[src/rtl/usb_trsac_ctrl.sv]
// USB device transaction controller: sequences token/data/handshake for SETUP, OUT and IN,
// picks the response PID, tracks per-endpoint data toggles and reports each transaction end.
module usb_trsac_ctrl #(
  parameter logic [9:0] TIMEOUT_CYC = 10'd80
) (
  input  logic        clk,
  input  logic        rst0_async,
  input  logic        rst0_sync,
  input  logic        usb_rst,
  input  logic        usb_interpack,
  input  logic [3:0]  rdec_epaddr,
  input  logic        rdec_pidsetup,
  input  logic        rdec_pidout,
  input  logic        rdec_pidin,
  input  logic        rdec_piddata0,
  input  logic        rdec_piddata1,
  input  logic        rdec_pidack,
  input  logic [15:0] ep_stall,
  input  logic [15:0] ep_rdy_out,
  input  logic [15:0] ep_rdy_in,
  output logic        enc_req,
  output logic [3:0]  enc_pid,
  input  logic        enc_ack,
  output logic        trsac_done,
  output logic        trsac_ok,
  output logic [1:0]  trsac_type,
  output logic [3:0]  trsac_ep,
  output logic [15:0] ep_toggle
);

  localparam logic [3:0] PID_ACK = 4'b0010, PID_NAK = 4'b1010, PID_STALL = 4'b1110;
  localparam logic [3:0] PID_D0 = 4'b0011, PID_D1 = 4'b1011;
  localparam logic [1:0] T_SETUP = 2'd0, T_OUT = 2'd1, T_IN = 2'd2;

  typedef enum logic [2:0] {S_IDLE, S_WAIT_DATA, S_WAIT_GAP, S_SEND, S_WAIT_ACK} state_t;

  state_t      r_state, w_nx;
  logic [9:0]  r_cnt;
  logic [3:0]  r_ep, r_pid, r_dep;
  logic [1:0]  r_type, r_dtype;
  logic        r_req, r_done, r_ok, r_okp, r_twe_p, r_tval_p, r_isdata;
  logic [15:0] r_tgl;

  logic       w_tok, w_tmo, w_cur, w_srst;
  logic       w_done, w_ok, w_latch, w_pid_ld, w_okp, w_twe_p, w_tval_p, w_isdata;
  logic       w_tgl_we, w_tgl_val;
  logic [3:0] w_pid;
  logic [1:0] w_tok_type;

  assign w_tok  = rdec_pidsetup | rdec_pidout | rdec_pidin;
  assign w_tmo  = (r_cnt == TIMEOUT_CYC - 10'd1);
  assign w_cur  = r_tgl[r_ep];
  assign w_srst = !rst0_sync || usb_rst;
  assign w_tok_type = rdec_pidin ? T_IN : (rdec_pidout ? T_OUT : T_SETUP);

  always_comb begin
    w_nx = r_state;
    w_done = 1'b0; w_ok = 1'b0; w_latch = 1'b0;
    w_pid_ld = 1'b0; w_pid = PID_ACK; w_okp = 1'b0; w_twe_p = 1'b0; w_tval_p = 1'b0;
    w_isdata = 1'b0; w_tgl_we = 1'b0; w_tgl_val = 1'b0;
    case (r_state)
      S_IDLE: if (w_tok) begin
        w_latch = 1'b1;
        w_nx = rdec_pidin ? S_WAIT_GAP : S_WAIT_DATA;
      end
      S_WAIT_DATA: begin
        if (w_tok) begin
          // abandoned transaction is reported while the new token is taken as from IDLE
          w_done = 1'b1; w_latch = 1'b1;
          w_nx = rdec_pidin ? S_WAIT_GAP : S_WAIT_DATA;
        end else if (w_tmo) begin
          w_done = 1'b1; w_nx = S_IDLE;
        end else if (rdec_piddata0 || rdec_piddata1) begin
          w_nx = S_WAIT_GAP; w_pid_ld = 1'b1;
          if (r_type == T_SETUP) begin
            w_okp = 1'b1; w_twe_p = 1'b1; w_tval_p = 1'b1;
          end else if (ep_stall[r_ep]) w_pid = PID_STALL;
          else if (!ep_rdy_out[r_ep]) w_pid = PID_NAK;
          else if (rdec_piddata1 == w_cur) begin
            w_okp = 1'b1; w_twe_p = 1'b1; w_tval_p = !w_cur;
          end
        end
      end
      S_WAIT_GAP: if (usb_interpack) begin
        w_nx = S_SEND;
        if (r_type == T_IN) begin
          w_pid_ld = 1'b1;
          if (ep_stall[r_ep]) w_pid = PID_STALL;
          else if (!ep_rdy_in[r_ep]) w_pid = PID_NAK;
          else begin
            w_isdata = 1'b1; w_pid = w_cur ? PID_D1 : PID_D0;
          end
        end
      end
      S_SEND: if (enc_ack) begin
        if (r_isdata) w_nx = S_WAIT_ACK;
        else begin
          // handshake is on the wire: commit the deferred toggle with the done pulse
          w_done = 1'b1; w_ok = r_okp; w_tgl_we = r_twe_p; w_tgl_val = r_tval_p;
          w_nx = S_IDLE;
        end
      end
      S_WAIT_ACK: begin
        if (rdec_pidack) begin
          w_done = 1'b1; w_ok = 1'b1; w_tgl_we = 1'b1; w_tgl_val = !w_cur; w_nx = S_IDLE;
        end else if (w_tok || w_tmo) begin
          w_done = 1'b1; w_nx = S_IDLE;
        end
      end
      default: w_nx = S_IDLE;
    endcase
  end

  always_ff @(posedge clk or negedge rst0_async) begin
    if (!rst0_async) begin
      r_state <= S_IDLE; r_cnt <= '0; r_ep <= '0; r_type <= '0; r_pid <= '0;
      r_req <= 1'b0; r_done <= 1'b0; r_ok <= 1'b0; r_dtype <= '0; r_dep <= '0;
      r_okp <= 1'b0; r_twe_p <= 1'b0; r_tval_p <= 1'b0; r_isdata <= 1'b0; r_tgl <= '0;
    end else if (w_srst) begin
      r_state <= S_IDLE; r_cnt <= '0; r_ep <= '0; r_type <= '0; r_pid <= '0;
      r_req <= 1'b0; r_done <= 1'b0; r_ok <= 1'b0; r_dtype <= '0; r_dep <= '0;
      r_okp <= 1'b0; r_twe_p <= 1'b0; r_tval_p <= 1'b0; r_isdata <= 1'b0; r_tgl <= '0;
    end else begin
      r_state <= w_nx;
      if (w_nx != r_state || w_latch) r_cnt <= '0;
      else if (r_state == S_WAIT_DATA || r_state == S_WAIT_ACK) r_cnt <= r_cnt + 10'd1;
      else r_cnt <= '0;
      r_req  <= (w_nx == S_SEND);
      r_done <= w_done;
      if (w_done) begin
        r_ok <= w_ok; r_dtype <= r_type; r_dep <= r_ep;
      end
      if (w_latch) begin
        r_ep <= rdec_epaddr; r_type <= w_tok_type;
      end
      if (w_pid_ld) begin
        r_pid <= w_pid; r_okp <= w_okp; r_twe_p <= w_twe_p;
        r_tval_p <= w_tval_p; r_isdata <= w_isdata;
      end
      if (w_tgl_we) r_tgl[r_ep] <= w_tgl_val;
    end
  end

  assign enc_req    = r_req;
  assign enc_pid    = r_pid;
  assign trsac_done = r_done;
  assign trsac_ok   = r_ok;
  assign trsac_type = r_dtype;
  assign trsac_ep   = r_dep;
  assign ep_toggle  = r_tgl;

endmodule

[config.mk]
export PLATFORM = sky130hd
export DESIGN_NAME = usb_trsac_ctrl
export DESIGN_NICKNAME = d
export VERILOG_FILES = /design/src/rtl/usb_trsac_ctrl.sv
export SDC_FILE = /design/constraint.sdc
export NUM_CORES = 1
export LEC_CHECK = 0
export ABC_AREA = 0
export CAP_MARGIN = 20
export CORE_AREA = 2 2 111 102
export CTS_CLUSTER_DIAMETER = 40
export CTS_CLUSTER_SIZE = 20
export DETAILED_ROUTE_END_ITERATION = 10
export DIE_AREA = 0 0 113 104
export HOLD_SLACK_MARGIN = 0.05
export PLACE_DENSITY_LB_ADDON = 0.2
export SLEW_MARGIN = 20
export SYNTH_ARGS = -nofsm -noshare
export SYNTH_HDL_FRONTEND = slang
export SYNTH_SLANG_ARGS = --single-unit
[constraint.sdc]
create_clock -name clk -period 2.25 [get_ports clk]
set_input_delay 0.225 -clock clk [delete_from_list [all_inputs] [get_ports clk]]
set_output_delay 0.225 -clock clk [all_outputs]
set_load 0.05 [all_outputs]
==> results.txt <==
- Result of the run: finished with violations
* Violated checks: design-rule violations, negative setup slack
- Top-level I/O count: 93
- Of the total synthesized cell area, the portion taken by full adders, half adders and majority gates is 0.00808.
* Maximum clock skew at final layout: roughly 6.8 ps
- Via count of the first global-routing pass: ~3000
- The worst register-to-register path has a setup slack of -60 ps.
- Fraction of the yosys area taken by sequential cells: 0.412
- Of the post-synthesis cell area, the dominant cell type holds 0.412.
- Cells after Synth: approximately 290
- Hold timing on the final database bottoms out at a slack of approximately 450 ps.
- Worst min path class: input port to asynchronous set/reset pin
* Worst slew margin: 0.624
* Crit path max-delay cell type: or4b_4
- Antenna violations before repair: 0
- The root buffer cell chosen for the clock tree is clkbuf_16.
* Number of flops mapped to enable cells by yosys: 0
- Port Buffer Count: a little over 90
* Maximum fanout along the worst path: 8
- Reg clk slew, reported paths: 70 ps
- Tracing the worst setup path back leads to its startpoint at r_cnt[8].
* Sequential cell area: roughly 1300 sq um
- dfrtp_1 is the most common cell in the netlist.
- Height of the die: around 100 microns
* Number of inserted diodes: 0
- Critical R2R Capture: trsac_ep[1]
* Largest net degree at the start of global routing: 31
- Total nets after synthesis: roughly 350
* DR vias/cell: 5.31
- For this block, the via count after detailed routing is approximately 2900.
* Antenna Violating Nets Remaining: 0
* Clock Tree Buf Depth: 2
- Dominant synthesized flop cell: dfrtp_1
* Post-placement cell count: ~540
* Number of cell instances on the worst register-to-register path: 6
- Routed WL per cell: ~19 microns
- Post-synthesis cell type with the largest combined area: dfrtp_1
- For this configuration, the core starts out at a cell density of 0.291.
* Max Clk Rate: approximately 0.43 GHz
- At the end of routability-driven placement, the weighted congestion stood at a little under 0.9.
* Total routing resource utilization after global routing: 0.175
- After legalization and detailed placement, the total HPWL measured about 7600 microns.
- The synthesized design contains 51 register bits.
- Leading cell types by count after synthesis: dfrtp_1 (51), a21oi_1 (30), o21ai_0 (22)
- For the pin with the worst max-slew slack, the measured transition is ~560 ps.
- The H-tree was split into 2 levels.
- Warning count from the yosys run: 0
- CTS buffer count: 5
- Power per Cell Area: around 470 nW/um^2
* Min Tclk post-route: about 2300 ps
- The setup path with the least slack is of type flop to flop.
- Kind of end point of the critical path: flop
- Across the run, the number of max-cap violations was 0.
* Number of standard cells in the final layout excluding fillers: 550
- Die extent in x: 113 microns
- The netlist uses 52 different library cells.
* Total Die Area: about 12000 sq um
- The first detailed-routing pass took 7 iterations.
- Critical Path Max Stage Delay: 560 ps
- Setup total negative slack: -469 ps
- For the worst setup path, the data required time is between 2000 and 2500 ps.
- The area growth from synthesis to layout is 58.3%.
- Fin. max-slew vios: 0
- Nature of the critical path startpoint: flop
- Cell Area, Synth: a little over 3000 sq um
* Largest family of logic cells by synthesized area: compound AO/OA/AOI/OAI gates
- The startpoint identified for the worst register-to-register timing path is r_cnt[8].
* Area taken by multi-input logic gates: between 1500 and 2000 sq um
- In the final layout, the share of cells above drive strength 1 is 0.300.
- Mux share of post-synthesis cell area: 0.150
* Overall overflow remaining after global route: 0
- The number of hold violations in the final report came to 0.
* Initial drt markers: 130
- Simple-gate portion of the synthesized area: 0.164
- The filler cells instantiated in the layout total between 900 and 1000.
- TritonCTS built the clock tree.
- Walking the worst path, the cells encountered are or4b_4 -> buf_6 -> o41a_1 -> a221o_2 -> nand3_2 -> a21oi_1.
* Final Setup Violations: 12
- Compound-gate portion of the synthesized area: 0.203
- Final-stage net count: 482
* Parity-gate share of the synthesized area counting xor and xnor cells: 0.0226
* Rows: 36
- In the post-synthesis netlist, the biggest area contributors are dfrtp_1 (41%), mux4_1 (9.3%), a21oi_1 (4.8%).
- Avg Synthesized Cell Area: around 11 sq um
- Floorplan core area: 10600 sq um
- Once routing completed, OpenROAD measured the worst setup slack at -56.7 ps.
- Proportion of synthesized flip-flops having asynchronous set or reset: 1.00
* Arrival time at the worst endpoint: 2490 ps
* RSZ-0062 raised after global routing: true
- For this design, the sink count on the clock tree is 51.
- For this design the static power due to leakage is 1.90 nW.
- In the finished design, the share of the clock period the worst path needs comes to 1.03.
- After detailed routing, the number of remaining DRC violations is 3.
- Clock latency on the worst-skew pair, taken at its later pin, is approximately 300 ps.
- IR drop worst, VDD: 0.446 mV
- The first global-routing pass estimated roughly 16000 microns of wire.
- The routed design has about 10000 microns of wire.
-- flip-flops by register name, summed over array words and instances (netlist names) --
signal      flops
r_twe_p         1
enc_pid         4
trsac_ep        4
trsac_type      2
trsac_ok        1
r_type          2
r_ep            4
r_cnt          10
r_tval_p        1
r_isdata        1
ep_toggle      16
enc_req         1
trsac_done      1
r_state         3
-- worst max-delay path by stage --
stage             endpoint  slack [ps]
5_1_grt        trsac_ep[2]        -140
4_1_cts           trsac_ok         -80
3_3_place_gp       r_twe_p        -110
3_5_place_dp       r_twe_p        -220
6_report       trsac_ep[1]         -60
2_1_floorplan      r_twe_p          40
-- cell type report --
| class | count | share of cell area |
|---|---|---|
| Clock inverter | 3 | 0.0146 |
| Timing Repair Buffer | 143 | 0.275 |
| Inverter | 6 | 0.00460 |
| Tap cell | 133 | 0.0340 |
| Sequential cell | 51 | 0.264 |
| Multi-Input combinational cell | 209 | 0.382 |
| Clock buffer | 5 | 0.0255 |
-- layer usage --
metal	share of wire	wire [microns]	track usage	vias up
li1	-	-	-	1380
met1	0.46	4750	0.240	1458
met2	0.48	4930	0.281	67
met3	0.043	438	0.0385	14
met4	0.016	161	0.0436	0
met5	0	0	0	-
-- cells by family (layout without fill, tap and decap cells) --
group / Yosys count / in the layout
compound gates: 93 / 94
mux: 21 / 21
fa+ha+maj: 2 / 2
xor+xnor: 8 / 8
buf+inv: 28 / 157
simple gates: 84 / 84
flops: 51 / 51
-- cell usage in the layout, fill, tap and decap left out, types with 5 or more instances in the layout --
master            n
nand2_1           7
xnor2_1           6
nand3_2           7
nor4bb_1          6
dfrtp_2          16
nor2_1           17
o21ai_0          18
nand2b_1          5
mux4_2           10
a21oi_1          27
dfrtp_1          35
buf_4            43
clkbuf_16         5
a211oi_2         11
clkdlybuf4s50_1  91
nor2b_1           7
inv_1             6
mux4_1            7
-- critical path, delay by kind of cell, from the launching register on --
kind                   cells  cell delay [ps]
and+or+nand+nor            2              660
buffers and inverters      1              140
DFF                        1              380
AOI/OAI and AO/OA          3             1010
-- where the power goes --
part,total [mW],internal (mW),switching (mW)
registers,0.935,0.923,0.0122
logic,0.352,0.201,0.151
clock network,1.02,0.646,0.372
total,2.30,1.77,0.535
-- repair_timing --
action                                  4_1_cts  5_1_grt
pin swaps                                    13       15
endpoints found under the hold margin        21        0
endpoints found under the setup margin       28       31
cloned                                        0        1
hold buffers                                  1        0
setup buffers                                 4        1
resized for setup                            26       26
-- stage by stage --
step	setup slack (ps)	util	total power, mW	instance area, sq um
floorplan	36.3	-	1.08	3120
global placement	-108	0.419	1.28	4460
detailed placement	-217	0.419	1.28	4460
CTS	-77.5	0.451	2.31	4790
global route	-138	0.461	2.38	4900
finish	-56.7	0.461	2.30	4900
No activity file was read; power rests on OpenSTA's default activity.
